===== config.mk =====
export PLATFORM = sky130hd
export DESIGN_NAME = stream_demux
export DESIGN_NICKNAME = d
export VERILOG_FILES = /design/src/rtl/stream_demux.sv
export SDC_FILE = /design/constraint.sdc
export NUM_CORES = 1
export LEC_CHECK = 0
export CAP_MARGIN = 10
export CORE_AREA = 2 2 39 41
export CTS_CLUSTER_DIAMETER = 60
export DETAILED_ROUTE_END_ITERATION = 16
export DIE_AREA = 0 0 41 43
export PLACE_DENSITY = 0.68
export SLEW_MARGIN = 15
export SYNTH_ARGS = -nofsm -noshare
export SYNTH_HDL_FRONTEND = slang
export SYNTH_SLANG_ARGS = --single-unit

===== constraint.sdc =====
create_clock -name clk -period 1.9 [get_ports clk]
set_clock_uncertainty 0.05 [all_clocks]
set_input_delay 0.38 -clock clk [delete_from_list [all_inputs] [get_ports clk]]
set_output_delay 0.38 -clock clk [all_outputs]
set_load 0.02 [all_outputs]

===== src/rtl/stream_demux.sv =====
// Handshaked 1-to-N packet demultiplexer.
// Whole packets are routed to one registered output stage per channel.
module stream_demux #(
  parameter int WIDTH    = 1,
  parameter int SIZE     = 1,
  parameter int CHANNELS = 2 ** SIZE
) (
  input  logic                      clk,
  input  logic                      rst_n,
  input  logic [WIDTH-1:0]          in_data,
  input  logic [SIZE-1:0]           in_sel,
  input  logic                      in_last,
  input  logic                      in_valid,
  output logic                      in_ready,
  output logic [CHANNELS*WIDTH-1:0] out_data,
  output logic [CHANNELS-1:0]       out_last,
  output logic [CHANNELS-1:0]       out_valid,
  input  logic [CHANNELS-1:0]       out_ready,
  output logic                      busy,
  output logic [SIZE-1:0]           cur_sel,
  output logic                      drop
);

  typedef enum logic {
    IDLE,
    LOCKED
  } state_e;

  state_e                    state_q;
  logic [SIZE-1:0]           cur_sel_q;
  logic [CHANNELS*WIDTH-1:0] out_data_q;
  logic [CHANNELS-1:0]       out_last_q;
  logic [CHANNELS-1:0]       out_valid_q;
  logic                      drop_q;

  logic [SIZE-1:0]           route;
  logic                      route_ok;
  logic [CHANNELS-1:0]       hit;
  logic                      accept;

  assign route    = (state_q == LOCKED) ? cur_sel_q : in_sel;
  assign route_ok = {1'b0, route} < (SIZE+1)'(CHANNELS);

  // One-hot decode of the current route onto the existing channels
  always_comb begin
    hit = '0;
    for (int c = 0; c < CHANNELS; c++) begin
      hit[c] = (route == SIZE'(c));
    end
  end

  // Out-of-range routes act as a sink so the packet is consumed
  assign in_ready = route_ok
                  ? |(hit & (~out_valid_q | out_ready))
                  : 1'b1;
  assign accept   = in_valid && in_ready;

  // Per-channel one-entry output stage; load wins over drain
  always_ff @(posedge clk) begin
    if (!rst_n) begin
      out_data_q  <= '0;
      out_last_q  <= '0;
      out_valid_q <= '0;
    end else begin
      for (int c = 0; c < CHANNELS; c++) begin
        if (accept && hit[c]) begin
          out_data_q[c*WIDTH +: WIDTH] <= in_data;
          out_last_q[c]                <= in_last;
          out_valid_q[c]               <= 1'b1;
        end else if (out_valid_q[c] && out_ready[c]) begin
          out_valid_q[c] <= 1'b0;
        end
      end
    end
  end

  // Packet lock: hold the route from first beat until last beat
  always_ff @(posedge clk) begin
    if (!rst_n) begin
      state_q   <= IDLE;
      cur_sel_q <= '0;
    end else if (accept) begin
      unique case (state_q)
        IDLE: begin
          if (!in_last) begin
            state_q   <= LOCKED;
            cur_sel_q <= in_sel;
          end
        end
        LOCKED: begin
          if (in_last) begin
            state_q <= IDLE;
          end
        end
        default: state_q <= IDLE;
      endcase
    end
  end

  // Pulse once for every beat swallowed by the sink
  always_ff @(posedge clk) begin
    if (!rst_n) begin
      drop_q <= 1'b0;
    end else begin
      drop_q <= accept && !route_ok;
    end
  end

  assign out_data  = out_data_q;
  assign out_last  = out_last_q;
  assign out_valid = out_valid_q;
  assign busy      = (state_q == LOCKED);
  assign cur_sel   = cur_sel_q;
  assign drop      = drop_q;

endmodule


Yosys cells after proc, flatten, opt, wreduce, memory -nomap -nowiden
Cells that the tools add are included.
{"block": "classes", "n_mux": 6, "bitwise": 6, "reduce_logical": 9}
{"op": "$mux 1", "n": 6}
{"op": "$logic_and 1x1->1", "n": 5}
{"op": "$reduce_bool 2->1", "n": 2}
{"op": "$not 1->1", "n": 3}
{"op": "$reduce_and 3->1", "n": 1}
{"op": "$and 2x2->2", "n": 1}
{"op": "$not 2->2", "n": 1}
{"op": "$or 2x2->2", "n": 1}
{"op": "$reduce_or 2->1", "n": 1}
{"block": "totals", "register_bits": 8, "input_bits": 8, "out_inout_bits": 10, "word_cells": 29}

Longest topological paths before layout
{"block": "logic_depth", "word_depth": 7, "mapped_depth": 4, "ltp_nobuf": 4}

Least setup slack after synthesis
OpenSTA, ideal clock, no wires.
{"block": "synth_path", "path_type": "flip-flop to output port", "startpoint": "register state_q, in the netlist busy", "endpoint": "output port in_ready", "t_arrival_ns": 1.210, "required_ns": 1.470, "setup_slack_ns": 0.260, "stages_incl_launch_ff": 3, "n_path_buf": 0, "path_cell_list": "dfxtp_1 > mux2i_2 > mux2_2"}
{"block": "synth_between", "elab_chain_cells": 4}
{"item": "start: declaration", "line": "29", "text": "state_e state_q;"}
{"item": "start signal: assignment", "line": "80", "text": "state_q <= IDLE;"}
{"item": "start signal: assignment", "line": "86", "text": "state_q <= LOCKED;"}
{"item": "start signal: assignment", "line": "92", "text": "state_q <= IDLE;"}
{"item": "$mux 1 (*)", "line": "41", "text": "assign route = (state_q == LOCKED) ? cur_sel_q : in_sel;"}
{"item": "$not 1->1", "line": "48", "text": "hit[c] = (route == SIZE'(c));"}
{"item": "$and 2x2->2 (*)", "line": "54", "text": "? |(hit & (~out_valid_q | out_ready))"}
{"item": "$reduce_or 2->1 (*)", "line": "54"}
{"item": "end: declaration", "line": "14", "text": "output logic in_ready,"}
Mark *: on every way between the ends. The rest lies on a longest branch, timed or not.

Final worst setup path
{"block": "layout_path", "startpoint": "input port out_ready[1]", "endpoint": "output port in_ready"}
{"block": "layout_between", "elab_chain_cells": 3}
{"item": "start: declaration", "line": "18", "text": "input logic [CHANNELS-1:0] out_ready,"}
{"item": "$or 2x2->2", "line": "54"}
{"item": "$and 2x2->2", "line": "54"}
{"item": "$reduce_or 2->1", "line": "54"}
Every way passes these cells.

==> impl_metrics.csv <==
group,metric,value,unit
status,run_status,"completed",
logic_synthesis,synth_seq_cells,8,
timing,setup_tns,0,ns
timing,fin_crit_sh,0.9691,
finish,final_common_cell,"clkdlybuf4s50_1",
route,final_antenna_net_count,0,
clock_network,cts_tree,"done",
worst_setup_path,critPathKind,"input port to output pin",
worst_hold_path,hold_path_depth,2,
route,finalWirelength,821,um
timing,period_minus_slack,1.841,ns
timing,setup_violations,0,
logic_synthesis,ys.warnings.count,0,
worst_setup_path,worst_ep_required_time,1.47,ns
timing,slew_violations,0,
finish,antenna-diode-count,0,
worst_hold_path,min-delay-start,"cur_sel",
clock_network,clk_latency,0.25,ns
worst_setup_path,rrSetupSlack,0.35,ns
floorplan,fp.dieW,41,um
clock_network,cts_buffers,3,
route,drt_pre_antenna_iters,1,
worst_setup_path,cp_data_arrival_time,1.41,ns
finish,final_cell_mix,"14 x clkdlybuf4s50_1, 8 x dfxtp_1, 7 x buf_4",
timing,hold_violations,0,
global_routing,grt_max_degree,10,
finish,layout-drive-gt1-share,0.2931,
global_routing,grt_pass1_wl,1324,um
route,routed-via-count,324,
floorplan,start_util,0.2676,
route,drc,0,
worst_setup_path,r2r_cells,6,
power,power_density,690.7,nW/um^2
power,ir_drop,0.2698,mV
worst_hold_path,hp-class,"flop to flop",
worst_setup_path,rr_endpoint,"cur_sel",
finish,area_growth,67.91,%
clock_network,clock_tree.buffer_depth,2,
route,wl_per_cell,11.09,um
finish,nets,68,
floorplan,core,1384,um^2
placed_design,portBuffers,16,
logic_synthesis,ys_seq_area_frac,0.4324,
worst_setup_path,end_kind,"output pin",
floorplan,rows,14,
clock_network,clock_sinks,8,
route,drt_iter0_markers,0,
worst_setup_path,r2r-start,"busy",
global_routing,grt_pass1_vias,341,
logic_synthesis,synth_cell_types,17,
global_routing,antenna_found_initial,0,
route,avgViaCountPerCell,4.378,
timing,rsz0062_at_grt,"false",
logic_synthesis,netlist_instances,33,
logic_synthesis,syn_area,370.4,um^2
power,p_total,0.4295,mW
global_routing,grt.total_usage,0.1128,
logic_synthesis,syn_nets,41,
floorplan,io_pins,18,
worst_setup_path,critPathLaunchType,"input port",
worst_hold_path,whs_endpoint,"cur_sel",
timing,fmax,543.1,MHz
worst_setup_path,critPathMaxFanout,2,
finish,final_core_utilization,0.4494,
clock_network,cts_root_buffer,"clkbuf_4",
clock_network,htreeDepth,1,
logic_synthesis,avgSynthCellArea,11.22,um^2
placed_design,gp_congestion,0.6206,
power,power.leakage,0.2690,nW
global_routing,overflow,0,
clock_network,clkTransAtPathRegs,0.06,ns
floorplan,die_area,1763,um^2
placed_design,hpwl,634.8,um
job,maxCapViolations,0,
floorplan,die_h,43,um
==> sequential cells by signal, summed over array words and instances (netlist names) <==
name,flops
out_last,2
out_data,2
cur_sel,1
out_valid,2
busy,1
==> cell usage after synthesis <==
cell type	count	area, um^2
a21oi_1	1	5.000
nand2_1	2	7.510
mux2i_1	5	50.05
mux2_2	1	11.26
dfxtp_1	8	160.2
o21a_1	1	7.510
nand3_2	1	10.01
a211oi_2	1	12.51
buf_4	1	7.510
conb_1	1	3.750
a21boi_0	2	15.01
nand3b_4	1	20.02
or2b_1	1	7.510
nor2b_1	4	25.02
and3_2	1	7.510
mux2i_2	1	13.76
nand2b_1	1	6.260
==> critical path, stage by stage <==
cell	delay [ns]
clkdlybuf4s50_1	0.39
or2b_1	0.23
mux2_4	0.28
buf_6	0.13
==> kinds of logic after synthesis <==
| logic type | after synthesis | share of synthesized area |
|---|---|---|
| DFF | 8 | 0.4324 |
| and+or+nand+nor | 11 | 0.2264 |
| buffers and inverters | 1 | 0.02028 |
| other | 1 | 0.01013 |
| muxes | 7 | 0.2027 |
| AOI/OAI and AO/OA | 5 | 0.1081 |
==> final cells by class <==
type	count	area (um^2)
fillers	161	762.0
multi-input cells	24	206.4
repair buffers	23	212.7
clock buffers	3	22.52
well taps	16	20.02
flip-flops and latches	8	160.2
==> metal layers <==
layer	share of wire	vias to the layer above	wire [um]	track usage
met4	0	0	0	0.06000
met1	0.38	152	314	0.1136
met5	0	-	0	0
met3	0.079	0	65	0.03665
li1	-	162	-	-
met2	0.54	10	441	0.1906
==> report_power, final <==
part	internal, mW	total [mW]	switching [mW]
registers	0.178	0.184	0.00588
clock network	0.0725	0.133	0.0601
logic	0.0652	0.113	0.0473
total	0.316	0.430	0.113
==> stage by stage <==
step / hold WS, ns / setup WS, ns / area [um^2] / cells
after floorplan: 0.4475 / 0.2596 / 370.4 / 33
after global placement: 0.4262 / -0.4041 / 580.6 / 69
after detailed placement: 0.4432 / -0.4602 / 580.6 / 69
after CTS: 0.4457 / 0.04436 / 618.1 / 74
after global routing: 0.4603 / 0.01744 / 621.8 / 74
final: 0.4421 / 0.05869 / 621.8 / 74
==> how the worst max path moves through the flow <==
stage	from	end	slack, ns
3_5_place_dp	in_sel	in_ready	-0.46
5_1_grt	out_ready[1]	in_ready	0.02
4_1_cts	out_ready[1]	in_ready	0.04
2_1_floorplan	busy	in_ready	0.26
3_3_place_gp	in_sel	in_ready	-0.40
6_report	out_ready[1]	in_ready	0.06
==> repair_timing <==
item,CTS,global route
hold buffers,0,0
resized for setup,7,1
setup endpoints to repair,1,1
buffers inserted,2,0
(Power assumes the default switching activity.)
